`src/rtl/vga_write_arbiter.sv`:
```
// vga_write_arbiter
// Shares the single vga_adapter pixel-write port between NREQ drawing engines.
// An engine is granted the port for a whole burst, so one sprite draw is never
// interleaved with another. While a burst is in progress, no other engine can
// take the port, even one with higher priority.
// Arbitration is fixed-priority: index 0 has the highest priority. There is one
// exception. An engine that has waited STARVE_LIMIT cycles or more is promoted
// ahead of the others.
// Pixels written to the VGA adapter are registered, with one cycle of latency.
//
// Ports
//   clk, reset           system clock, synchronous active-high reset
//   req[i]               engine i wants the port (held for the whole burst)
//   pix_valid/last[i]    engine i presents a pixel / the final pixel of a burst
//   pix_x/y/color        packed per-engine coordinates and colour (slice i)
//   gnt                  one-hot registered grant
//   vga_x/y/color/write  registered pixel write towards vga_adapter
//   owner, busy          index of the current grantee, and grant-held flag
//   drop_err             sticky: a non-granted engine presented a pixel
module vga_write_arbiter #(
  parameter int NREQ         = 4,
  parameter int XW           = 10,
  parameter int YW           = 9,
  parameter int CW           = 9,
  parameter int STARVE_LIMIT = 1024,
  parameter int WCW          = 11
) (
  input  logic                     clk,
  input  logic                     reset,
  input  logic [NREQ-1:0]          req,
  input  logic [NREQ-1:0]          pix_valid,
  input  logic [NREQ-1:0]          pix_last,
  input  logic [NREQ*XW-1:0]       pix_x,
  input  logic [NREQ*YW-1:0]       pix_y,
  input  logic [NREQ*CW-1:0]       pix_color,
  output logic [NREQ-1:0]          gnt,
  output logic [XW-1:0]            vga_x,
  output logic [YW-1:0]            vga_y,
  output logic [CW-1:0]            vga_color,
  output logic                     vga_write,
  output logic [$clog2(NREQ)-1:0]  owner,
  output logic                     busy,
  output logic                     drop_err
);

  localparam int OW = $clog2(NREQ);
  localparam logic [WCW-1:0] STARVE_W = WCW'(STARVE_LIMIT);
  localparam logic [WCW-1:0] WAIT_MAX = {WCW{1'b1}};

  typedef enum logic [0:0] {
    ST_IDLE = 1'b0,
    ST_OWN  = 1'b1
  } state_t;

  state_t          state_r, state_nxt_s;
  logic [NREQ-1:0] gnt_r, gnt_nxt_s;
  logic [OW-1:0]   owner_r, owner_nxt_s;
  logic            busy_r, busy_nxt_s;
  logic [WCW-1:0]  wait_r [NREQ];

  logic [XW-1:0]   vga_x_r;
  logic [YW-1:0]   vga_y_r;
  logic [CW-1:0]   vga_color_r;
  logic            vga_write_r;
  logic            drop_err_r;

  logic [OW-1:0]   norm_idx_s, st_idx_s, win_s;
  logic            norm_found_s, st_found_s;
  logic            accept_s, release_s, drop_s;

  // Winner selection: the lowest-index starved requester, else the lowest-index requester.
  always_comb begin
    norm_idx_s   = '0;
    norm_found_s = 1'b0;
    st_idx_s     = '0;
    st_found_s   = 1'b0;
    for (int i = 0; i < NREQ; i++) begin
      norm_idx_s   = (req[i] && !norm_found_s) ? OW'(i) : norm_idx_s;
      norm_found_s = norm_found_s | req[i];
      st_idx_s     = (req[i] && (wait_r[i] >= STARVE_W) && !st_found_s) ? OW'(i) : st_idx_s;
      st_found_s   = st_found_s | (req[i] && (wait_r[i] >= STARVE_W));
    end
    win_s = st_found_s ? st_idx_s : norm_idx_s;
  end

  // A pixel is taken only from the current grantee; any other pixel is dropped.
  always_comb begin
    accept_s  = (state_r == ST_OWN) && pix_valid[owner_r] && gnt_r[owner_r];
    release_s = (state_r == ST_OWN) &&
                ((accept_s && pix_last[owner_r]) || !req[owner_r]);
    drop_s    = |(pix_valid & ~gnt_r);
  end

  // FSM next state: grant on the cycle after IDLE sees a request, release on last pixel or abort.
  always_comb begin
    state_nxt_s = state_r;
    gnt_nxt_s   = gnt_r;
    owner_nxt_s = owner_r;
    busy_nxt_s  = busy_r;
    case (state_r)
      ST_IDLE: begin
        if (|req) begin
          state_nxt_s = ST_OWN;
          gnt_nxt_s   = NREQ'(1) << win_s;
          owner_nxt_s = win_s;
          busy_nxt_s  = 1'b1;
        end else begin
          state_nxt_s = ST_IDLE;
          gnt_nxt_s   = '0;
          busy_nxt_s  = 1'b0;
        end
      end
      ST_OWN: begin
        // Releasing always passes through IDLE, which gives the mandatory one-cycle gap.
        if (release_s) begin
          state_nxt_s = ST_IDLE;
          gnt_nxt_s   = '0;
          busy_nxt_s  = 1'b0;
        end else begin
          state_nxt_s = ST_OWN;
        end
      end
      default: begin
        state_nxt_s = ST_IDLE;
        gnt_nxt_s   = '0;
        busy_nxt_s  = 1'b0;
      end
    endcase
  end

  // FSM and grant registers.
  always_ff @(posedge clk) begin
    if (reset) begin
      state_r <= ST_IDLE;
      gnt_r   <= '0;
      owner_r <= '0;
      busy_r  <= 1'b0;
    end else begin
      state_r <= state_nxt_s;
      gnt_r   <= gnt_nxt_s;
      owner_r <= owner_nxt_s;
      busy_r  <= busy_nxt_s;
    end
  end

  // Per-requester wait counters: count pending ungranted cycles, saturate, and clear on grant or idle.
  always_ff @(posedge clk) begin
    for (int i = 0; i < NREQ; i++) begin
      if (reset || !req[i] || gnt_r[i]) begin
        wait_r[i] <= '0;
      end else if (wait_r[i] != WAIT_MAX) begin
        wait_r[i] <= wait_r[i] + WCW'(1);
      end
    end
  end

  // Registered VGA write port: coordinates hold between accepted pixels.
  always_ff @(posedge clk) begin
    if (reset) begin
      vga_x_r     <= '0;
      vga_y_r     <= '0;
      vga_color_r <= '0;
      vga_write_r <= 1'b0;
    end else begin
      vga_write_r <= accept_s;
      if (accept_s) begin
        vga_x_r     <= pix_x[int'(owner_r)*XW +: XW];
        vga_y_r     <= pix_y[int'(owner_r)*YW +: YW];
        vga_color_r <= pix_color[int'(owner_r)*CW +: CW];
      end
    end
  end

  // Sticky drop error, cleared only by reset.
  always_ff @(posedge clk) begin
    if (reset) begin
      drop_err_r <= 1'b0;
    end else if (drop_s) begin
      drop_err_r <= 1'b1;
    end
  end

  assign gnt       = gnt_r;
  assign owner     = owner_r;
  assign busy      = busy_r;
  assign vga_x     = vga_x_r;
  assign vga_y     = vga_y_r;
  assign vga_color = vga_color_r;
  assign vga_write = vga_write_r;
  assign drop_err  = drop_err_r;

endmodule

```
`config.mk`:
```
export PLATFORM = sky130hd
export DESIGN_NAME = vga_write_arbiter
export DESIGN_NICKNAME = d
export VERILOG_FILES = /design/src/rtl/vga_write_arbiter.sv
export SDC_FILE = /design/constraint.sdc
export NUM_CORES = 1
export LEC_CHECK = 0
export ABC_CLOCK_PERIOD_IN_PS = 2100
export BUFFER_PORTS_ARGS = -buffer_cell sky130_fd_sc_hd__buf_4
export CAP_MARGIN = 20
export CORE_MARGIN = 4
export CORE_UTILIZATION = 52
export CTS_BUF_LIST = sky130_fd_sc_hd__clkbuf_8
export DETAILED_ROUTE_END_ITERATION = 8
export PLACE_DENSITY = 0.83
export SLEW_MARGIN = 25
export SYNTH_ARGS = -nofsm -noshare
export SYNTH_HDL_FRONTEND = slang
export SYNTH_SLANG_ARGS = --single-unit
```
`constraint.sdc`:
```
create_clock -name clk -period 2.1 [get_ports clk]
set_input_delay 0.105 -clock clk [delete_from_list [all_inputs] [get_ports clk]]
set_output_delay 0.105 -clock clk [all_outputs]
set_load 0.005 [all_outputs]
```
## Word-level counts from Yosys, hierarchy flattened

Memory sizes are Yosys's and may differ from the RTL's.
Cells that the tools add are included.

| operators by class | value |
|---|---|
| reduce and logical (&&, ||, !) cells | 36 |
| $add $sub $neg | 4 |
| equal/unequal tests | 5 |
| $mul | 2 |
| $lt $le $gt $ge | 5 |
| shift-type cells | 4 |
| bitwise logic cells | 12 |
| mux-type cells | 47 |

Operators with widths:

| operator | count |
|---|---|
| $add 11x1->11 const B | 4 |
| $ge 11x11->1 const B | 4 |
| $mux 11 | 4 |
| $ne 11x11->1 const B | 4 |
| $shiftx 40x7->10 | 1 |
| $shiftx 36x32->9 | 1 |
| $shiftx 36x7->9 | 1 |
| $mux 1 | 29 |
| $logic_and 1x1->1 | 14 |
| $logic_not 1->1 | 10 |
| $mux 2 | 5 |
| $logic_or 1x1->1 | 9 |
| $or 1x1->1 | 9 |
| $bmux 1 s2 | 4 |
| $mux 4 | 2 |
| $pmux 4 s2 | 1 |
| $reduce_or 4->1 | 2 |
| $mul 2x4->6 const B | 1 |
| $mul 2x3->5 const B | 1 |
| $and 4x4->4 | 1 |
| $not 4->4 | 1 |
| $pmux 1 s2 | 2 |
| $shl 1x2->4 const A | 1 |
| $lt 2x3->1 const B | 1 |
| 3 further kinds | 3 |

| word-level totals | value |
|---|---|
| logic and storage cells | 125 |
| memory bits (writable) | 44 |
| output and inout port bits | 37 |
| register bits after elaboration | 38 |
| memories kept | 1 |
| input bits | 126 |

Memory list:

| name | words | width | read ports | clocked after memory_dff | wr ports | RTL line | text |
|---|---|---|---|---|---|---|---|
| wait_r | 4 | 11 | 4 | 0 | 4 | 59 | `logic [WCW-1:0] wait_r [NREQ];` |

## Logic depth before layout (Yosys ltp)

Gate-level depths: netlist of run 1.
An unclocked memory read counts as a cell.

| depth | value |
|---|---|
| word-level depth | 12 |
| depth in mapped cells | 8 |
| depth with buffers taken out | 6 |

## Worst setup path before layout of run 1

OpenSTA, ideal clock, no wires.

| timing path | value |
|---|---|
| path type | flip-flop to flip-flop |
| from | memory wait_r[1][0] |
| to | memory wait_r[1][0] (enable) |
| path buffers | 0 |
| arrival time | 1.512 ns |
| period minus slack after synthesis | 1.856 ns |
| setup time | 0.344 ns |
| required time | 1.756 ns |
| slack | 0.244 ns |
| stages on the path, launching flop included | 6 |
| cells stage by stage | edfxtp_1 > ha_1 > and3_4 > and4_4 > and3_1 > or2b_1 |

RTL lines:

| what | RTL line |
|---|---|
| start, declared | 59 |

==> results of run 1 <==
metal layers:
metal / global-route usage [%] / up-vias / part of all wire [%]
met4: 10.53 / 0 / 2.8
li1: - / 1869 / -
met2: 42.89 / 145 / 52
met3: 5.813 / 29 / 6.9
met1: 28.51 / 1890 / 39
met5: 0 / - / 0
worst paths after layout:
| kind | depth (start not counted) | to | slack [ns] |
|---|---|---|---|
| min | 3 | drop_err | 0.06 |
| max reg2reg | 4 | wait_r[2][4] | 0.19 |
| max | 4 | wait_r[2][4] | 0.19 |
| min reg2reg | 2 | vga_x[9] | 0.46 |
tightest hold or removal path, stage by stage:
cell and delay (ns):
buf_4 0.09, a222oi_1 0.06, a21oi_1 0.12
metrics by stage:
stage / worst slack (ns) / power [mW] / std cells / util, % / hold WS (ns)
3_3_place_gp: 0.2967 / 2.311 / 682 / 69.56 / 0.4091
3_5_place_dp: 0.2078 / 2.325 / 682 / 69.67 / 0.4265
6_report: 0.1922 / 3.458 / 698 / 72.09 / 0.06380
4_1_cts: 0.1880 / 3.479 / 698 / 72.09 / 0.04216
2_1_floorplan: 0.2438 / 2.056 / 424 / - / 0.2917
5_1_grt: 0.03661 / 3.596 / 698 / 72.09 / 0.08929
cell type report:
cell class / instances / share of cell area, %
Clock buffer: 9 / 2.070
Clock inverter: 7 / 1.297
Inverter: 10 / 0.6274
Multi-Input combinational cell: 312 / 37.29
Sequential cell: 82 / 34.82
Tap cell: 105 / 2.196
Timing Repair Buffer: 173 / 21.71
report_power, final:
group	internal [mW]	switching (mW)	leakage [nW]
Sequential	1.71	0.0312	0.849
Clock	0.558	0.608	0.104
Combinational	0.333	0.216	1.49
cell usage after synthesis, types with 2 or more instances:
master | number | area share (%)
nand2_1 | 76 | 6.4
nor2_1 | 50 | 4.2
edfxtp_1 | 44 | 29
dfxtp_1 | 38 | 17
a21oi_1 | 34 | 3.8
mux4_2 | 28 | 14
nand3_1 | 24 | 2.7
xor2_1 | 20 | 3.9
xnor2_1 | 16 | 3.1
and3_1 | 12 | 1.7
inv_1 | 9 | 0.75
buf_4 | 8 | 1.3
and4_1 | 5 | 0.98
buf_6 | 5 | 1.3
buf_2 | 4 | 0.45
ha_1 | 4 | 1.1
nand4_1 | 3 | 0.42
a22o_1 | 2 | 0.39
a32oi_1 | 2 | 0.39
and2_1 | 2 | 0.28
and3_4 | 2 | 0.50
and4_4 | 2 | 0.50
clkbuf_1 | 2 | 0.17
nor3_1 | 2 | 0.22
o211ai_2 | 2 | 0.56
o21ai_0 | 2 | 0.22
o2bb2ai_1 | 2 | 0.39
or2_1 | 2 | 0.28
or2b_1 | 2 | 0.33
sequential cells by signal, indices dropped and copies added, names as in the netlist:
signal,count
wait_r,44
vga_write,1
owner,2
vga_color,9
busy,1
state_r,1
drop_err,1
gnt,4
vga_y,9
vga_x,10
cells by family (layout without fill, tap and decap cells):
logic type	count (synthesis)	after routing	share of synthesized area [%]
DFF	82	82	46.38
muxes	28	28	14.05
xor gates and xnor gates	36	36	7.023
and+or+nand+nor	187	187	19.23
buffers and inverters	30	199	4.125
AOI/OAI and AO/OA	57	57	8.083
adders and majority gates	4	4	1.115
==> results.cfg, run 1 <==
[cts]
post_cts_buffers = 0
cts.sinks = 82
cts_resized = 0
cts_buffers = 9
cts_max_level = 3
clock_latency_ns = 0.37
cts.clk_slew.worst_paths_ns = 0.08
clockBufferDepth = 2
cts_root_buf = clkbuf_8
cts_tree = built
holdBufCountCts = 0

[yosys]
syn_avg_cell_area_sq_um = 10.59
ys_warn_count = 0
synth_seq_area_share_pct = 46.38
synth-seq-cells = 82
syn_area_sq_um = 4489
synthCells = 424
synthArstFlopShare_pct = 0
synthFlopType = edfxtp_1
synth.net_count = 554
yosys.cell_types.count = 49
synth_edf_count = 44

[placement]
gp_congestion = 0.8420
place_area_sq_um = 5782
port-buffer-count = 162
dp_hpwl_um = 9736

[timing]
worst_pin_slew_ns = 0.7663
fmax_mhz = 524.2
hold_violations = 0
report.final.slew_viol_count = 0
timing.final.crit_share_pct = 90.85
rsz0062_at_grt = no
setup_viol = 0
min_period_ns = 1.908
finalSetupTns_ns = 0
fin_skew_ns = 0.009688
timing.slew.headroom_pct = 48.67

[drt]
remaining_drc_errors = 0
vias = 3933
wl_per_cell_um = 18.06
drt-vias-per-instance = 5.635
postRouteAntennaNets = 0
drtIter0Drc = 209
first_pass_iters = 5
wirelength_um = 12610

[floorplanning]
io_pins = 163
rows = 33
start_util_pct = 54.09
dieHeight_um = 100.9
die_w_um = 100.9
core_sq_um = 8299
dieArea_sq_um = 10180

[worst_setup_path]
cp_top_family = simple AND/OR/NAND/NOR gates
crit_path_end_kind = flip-flop
crit_chain = ha_1, and4_1, and3_1, nand3_1
worstSetupPathType = reg -> reg
cpMaxStageDelayCell = nand3_1
slowest_delay_ns = 0.41
worst-path-buf-inv = 0
path_max_fanout = 11
worstSetupStartpointType = flip-flop
arrival_ns = 1.88
required_ns = 2.07
r2r-start = wait_r[2][0]
startpoint = wait_r[2][0]

[min_path]
holdCritStartpoint = pix_valid[3]
hold_path_class = in -> reg

[power]
powerDensity_nw_per_um2 = 577.9
p_leak_nw = 2.448
ir_drop_mv = 0.3818

[global_route]
grt_pass1_wl_um = 19350
overflow = 0
grtUsageTotal_pct = 24.47
grt_pass1_vias = 3898
grt_max_degree = 37
antenna_found_initial = 0

[job]
drv_cap = 0

[cells_and_area]
stdcell_area_sq_um = 5983
fill_cells = 578
regArea_sq_um = 2083
drive_gt1_share_pct = 38.45
antenna_cells = 0
nets = 718
layout_common_cells = 173 x buf_4, 76 x nand2_1, 50 x nor2_1
layout_commonest_cell = buf_4
area_delta_synth_final_pct = 33.28
multi_input_area_sq_um = 2231

[outcome]
outcome = completed
Note: power is estimated with default switching activity, not from simulation.
==> run 2, diff against run 1 <==
--- a/config.mk
+++ b/config.mk
@@ -8,11 +8,13 @@
 export ABC_CLOCK_PERIOD_IN_PS = 2100
 export BUFFER_PORTS_ARGS = -buffer_cell sky130_fd_sc_hd__buf_4
 export CAP_MARGIN = 20
+export CELL_PAD_IN_SITES_DETAIL_PLACEMENT = 0
+export CELL_PAD_IN_SITES_GLOBAL_PLACEMENT = 1
 export CORE_MARGIN = 4
-export CORE_UTILIZATION = 52
+export CORE_UTILIZATION = 39
 export CTS_BUF_LIST = sky130_fd_sc_hd__clkbuf_8
 export DETAILED_ROUTE_END_ITERATION = 8
-export PLACE_DENSITY = 0.83
+export PLACE_DENSITY_LB_ADDON = 0.1
 export SLEW_MARGIN = 25
 export SYNTH_ARGS = -nofsm -noshare
 export SYNTH_HDL_FRONTEND = slang
==> run 2 against run 1 <==
Clock-buffer cell count stayed put. Sequential share of layout area is 0.48 points lower. Die area is 31% higher. Largest cell class unchanged. Largest power group unchanged.
==> results.cfg, run 2 (same netlist as run 1, synthesis figures left out) <==
[outcome]
outcome = completed

[cells_and_area]
antenna_cells = 0
area_delta_synth_final_pct = 35.14
drive_gt1_share_pct = 38.56
top_register = wait_r
instances_no_fill = 739
final_core_util_pct = 55.00
layout_common_cells = 177 x buf_4, 76 x nand2_1, 50 x nor2_1
nets = 724
largest_register_ff_count = 44
layout_commonest_cell = buf_4
fill_cells = 1026

[timing]
min_period_ns = 1.896
timing.final.crit_share_pct = 90.27
worst_slack_ns = 0.2043
timing.slew.headroom_pct = 50.52
hold_violations = 0
rsz0062_at_grt = no
finalSetupTns_ns = 0
setup_viol = 0
report.final.slew_viol_count = 0
fmax_mhz = 527.5
worst_pin_slew_ns = 0.7412
fin_skew_ns = 0.007241

[cts]
cts_root_buf = clkbuf_8
cts_tree = built
clockBufferDepth = 2
cts_resized = 0
post_cts_buffers = 0
cts_buffers = 9
cts.clk_slew.worst_paths_ns = 0.08
cts.sinks = 82
cts_max_level = 3
holdBufCountCts = 0
clock_latency_ns = 0.34

[worst_setup_path]
path_max_fanout = 9
reg2reg_setup_slack_ns = 0.20
worstSetupPathType = reg -> reg
required_ns = 2.15
arrival_ns = 1.95
crit_path_end_kind = flip-flop
r2r_cells = 6
worstSetupStartpointType = flip-flop

[power]
p_sw_share_pct = 23.24
p_switching_mw = 0.7814
p_clk_share_pct = 31.7
seq_power_share_pct = 52.0
powerDensity_nw_per_um2 = 554.1
p_leak_nw = 2.487
power_mw = 3.362
ir_drop_mv = 0.3852
comb_power_share_pct = 16.3
power.internal_mw = 2.580

[drt]
vias = 3807
postRouteAntennaNets = 0
remaining_drc_errors = 0
first_pass_iters = 4
wirelength_um = 12180
wl_per_cell_um = 16.48
drtIter0Drc = 155
drt-vias-per-instance = 5.152

[floorplanning]
core_sq_um = 11030
die_w_um = 115.3
dieHeight_um = 115.3
rows = 38
io_pins = 163
start_util_pct = 40.70
dieArea_sq_um = 13290

[min_path]
hold_path_class = in -> reg
hold_depth = 3

[placement]
place_ws_ns = 0.2050
gp_congestion = 0.7848
placed_cells = 723
port-buffer-count = 162
dp_hpwl_um = 9789

[global_route]
antenna_found_initial = 0
grt_max_degree = 37
grtUsageTotal_pct = 17.75
overflow = 0
grt_pass1_wl_um = 18600
grt_pass1_vias = 3783

[job]
drv_cap = 0
## run 2: cell count changes in the layout (fill, tap and decap cells not counted)
cell,previous run,this run
o211ai_4,1,0
clkinv_2,0,3
buf_12,0,2
inv_1,9,12
buf_4,173,177
clkinv_4,4,0
inv_4,2,0
o211ai_2,1,2
## run 2: per-stage QoR
step	hold slack, ns	cell area [sq um]
finish	0.1148	6067
floorplan	0.2917	4489
CTS	0.09075	6067
detailed placement	0.4408	5887
global route	0.1130	6067
global placement	0.4221	5887
## run 2: worst max-delay path, stage by stage (launching register included)
cell and delay, ns:
edfxtp_1 0.43, ha_1 0.25, and3_4 0.20, and4_4 0.19, and3_1 0.16, or2b_1 0.24, buf_12 0.15
## run 2: metal layers
metal / vias to the layer above / share of wire [%] / GRT usage [%]
met5: - / 0 / 0
met4: 0 / 0.80 / 4.695
met3: 8 / 5.9 / 3.263
met2: 98 / 52 / 31.25
met1: 1831 / 42 / 22.44
li1: 1870 / - / -
## run 2: path summary, 6_finish.rpt
check                             startpoint            to
worst max-delay path            wait_r[1][0]  wait_r[1][8]
worst min-delay path            pix_valid[1]      drop_err
worst max register to register  wait_r[1][0]  wait_r[1][8]
worst min register to register      vga_y[1]      vga_y[1]
## run 2: final cells by class
| type | count | area, sq um | share of cell area, % |
|---|---|---|---|
| multi-input combinational | 312 | 2222 | 36.63 |
| timing repair buffer | 179 | 1369 | 22.56 |
| clock inverter | 7 | 56.30 | 0.9280 |
| tap | 140 | 175.2 | 2.887 |
| clock buffer | 9 | 123.9 | 2.042 |
| sequential | 82 | 2083 | 34.34 |
| inverter | 10 | 37.54 | 0.6187 |
## run 2: power groups by stage
stage               logic [mW]  clock network (mW)  registers [mW]
global route             0.595                1.17            1.76
finish                   0.548                1.06            1.75
detailed placement       0.556                   0            1.79
global placement         0.548                   0            1.79
floorplan                0.284                   0            1.77
CTS                      0.558                1.10            1.75
==> run 3, diff against run 2 <==
--- a/config.mk
+++ b/config.mk
@@ -14,7 +14,7 @@
 export CORE_UTILIZATION = 39
 export CTS_BUF_LIST = sky130_fd_sc_hd__clkbuf_8
 export DETAILED_ROUTE_END_ITERATION = 8
-export PLACE_DENSITY_LB_ADDON = 0.1
+export PLACE_DENSITY = 0.93
 export SLEW_MARGIN = 25
 export SYNTH_ARGS = -nofsm -noshare
 export SYNTH_HDL_FRONTEND = slang
==> run 3 against run 2 <==
Critical path depth decreased by 1. Clock skew increased by 0.0030 ns. Via count decreased by 1.0%. Final cell count decreased by 1.2%. Power increased by 1.8%. Hold slack got worse by 0.038 ns. Design area decreased by 0.89%. Die area unchanged.
==> results.cfg, run 3 (same netlist as run 1, synthesis figures left out) <==
[worst_setup_path]
worstSetupStartpointType = flip-flop
worst-path-buf-inv = 0
r2r-start = wait_r[1][0]
crit_end = wait_r[1][2]
required_ns = 2.17
reg2reg_setup_slack_ns = 0.17
r2r_cells = 5
timing.rr.end = wait_r[1][2]
startpoint = wait_r[1][0]
path_depth = 5
crit_path_end_kind = flip-flop
crit_chain = ha_1, and3_4, and4_4, and3_1, or2b_2
path_max_fanout = 11
worstSetupPathType = reg -> reg
cp_top_family = simple AND/OR/NAND/NOR gates
slowest_delay_ns = 0.42
cpMaxStageDelayCell = edfxtp_1
arrival_ns = 2.00

[floorplanning]
io_pins = 163
dieHeight_um = 115.3
core_sq_um = 11030
die_w_um = 115.3
dieArea_sq_um = 13290
start_util_pct = 40.70
rows = 38

[timing]
timing.slew.headroom_pct = 65.59
worst_pin_slew_ns = 0.5147
report.final.slew_viol_count = 0
finalSetupTns_ns = 0
rsz0062_at_grt = no
fmax_mhz = 518.7
fin_skew_ns = 0.01025
timing.hold.ws_ns = 0.07710
hold_violations = 0
min_period_ns = 1.928
timing.final.crit_share_pct = 91.80
setup_viol = 0

[job]
drv_cap = 0

[global_route]
grt_pass1_vias = 3819
overflow = 0
grt_pass1_wl_um = 18060
grtUsageTotal_pct = 17.23
grt_max_degree = 38
antenna_found_initial = 0

[drt]
drtIter0Drc = 142
vias = 3769
remaining_drc_errors = 0
wl_per_cell_um = 16.23
drt-vias-per-instance = 5.163
wirelength_um = 11850
first_pass_iters = 4
postRouteAntennaNets = 0

[cells_and_area]
largest_register_ff_count = 44
instances_no_fill = 730
layout_common_cells = 168 x buf_4, 76 x nand2_1, 50 x nor2_1
area_delta_synth_final_pct = 33.95
layout_commonest_cell = buf_4
fill_cells = 978
antenna_cells = 0
drive_gt1_share_pct = 38.14
multi_input_area_sq_um = 2223
nets = 715
regArea_sq_um = 2083
top_register = wait_r

[min_path]
hold_path_class = in -> reg
hold_depth = 3

[cts]
clockBufferDepth = 2
clock_latency_ns = 0.35
cts_max_level = 3
cts_buffers = 9
holdBufCountCts = 0
cts.clk_slew.worst_paths_ns = 0.09
cts.sinks = 82
cts_tree = built
cts_root_buf = clkbuf_8

[power]
powerDensity_nw_per_um2 = 569.0
p_sw_share_pct = 24.11
comb_power_share_pct = 16.2
p_switching_mw = 0.8251
p_clk_share_pct = 33.0
power.internal_mw = 2.596
seq_power_share_pct = 50.8
p_leak_nw = 2.441
ir_drop_mv = 0.2895

[placement]
dp_hpwl_um = 9038
port-buffer-count = 162
placed_cells = 714
gp_congestion = 0.8046

[outcome]
outcome = completed
## run 3: cell count changes in the layout (fill, tap and decap cells not counted), sizes merged
cell | before | now
buf | 179 | 170
## run 3: worst min path at each step
stage                 start       end  slack, ns
5_1_grt        pix_valid[3]  drop_err        0.1
3_3_place_gp   pix_valid[1]  drop_err       0.42
6_report       pix_valid[3]  drop_err       0.08
3_5_place_dp   pix_valid[1]  drop_err       0.44
4_1_cts        pix_valid[1]  drop_err       0.06
2_1_floorplan  pix_valid[3]  drop_err       0.29
## run 3: area by class of cell
class	count	share of cell area, %
Clock inverter	7	1.144
Tap cell	140	2.913
Multi-Input combinational cell	312	36.97
Clock buffer	9	2.060
Sequential cell	82	34.64
Inverter	10	0.6242
Timing Repair Buffer	170	21.64
## run 3: what timing repair did
action | CTS | global route
hold endpoints to repair | 0 | 0
setup endpoints to repair | 0 | 11
buffers inserted | 0 | 0
gates resized for setup | 0 | 1
## run 3: through the flow
step / cell area, sq um / setup slack, ns / power, mW / util, %
after floorplan: 4489 / 0.2438 / 2.056 / -
after global placement: 5819 / 0.1448 / 2.326 / 52.76
after detailed placement: 5819 / 0.1094 / 2.335 / 52.76
after CTS: 6012 / 0.03798 / 3.476 / 54.50
after global routing: 6013 / 0.04051 / 3.586 / 54.51
final: 6013 / 0.1722 / 3.422 / 54.51
## run 3: power groups by stage
| stage | logic [mW] | clock network, mW | registers [mW] |
|---|---|---|---|
| 6_report | 0.555 | 1.13 | 1.74 |
| 5_1_grt | 0.601 | 1.24 | 1.74 |
| 4_1_cts | 0.563 | 1.17 | 1.74 |
| 3_5_place_dp | 0.559 | 0 | 1.78 |
| 3_3_place_gp | 0.552 | 0 | 1.77 |
| 2_1_floorplan | 0.284 | 0 | 1.77 |
## run 3: metal layers
layer	wire, um	track usage (%)	up-vias
li1	-	-	1856
met1	4441	19.55	1773
met5	0	0	-
met2	6266	31.67	125
met3	938	3.895	15
met4	205	5.947	0
## run 3: worst reg2reg max path: cells and delay by family, from the launching register on
family,cells,cell delay (ns)
and+or+nand+nor,4,1.02
adders and majority gates,1,0.22
DFF,1,0.42
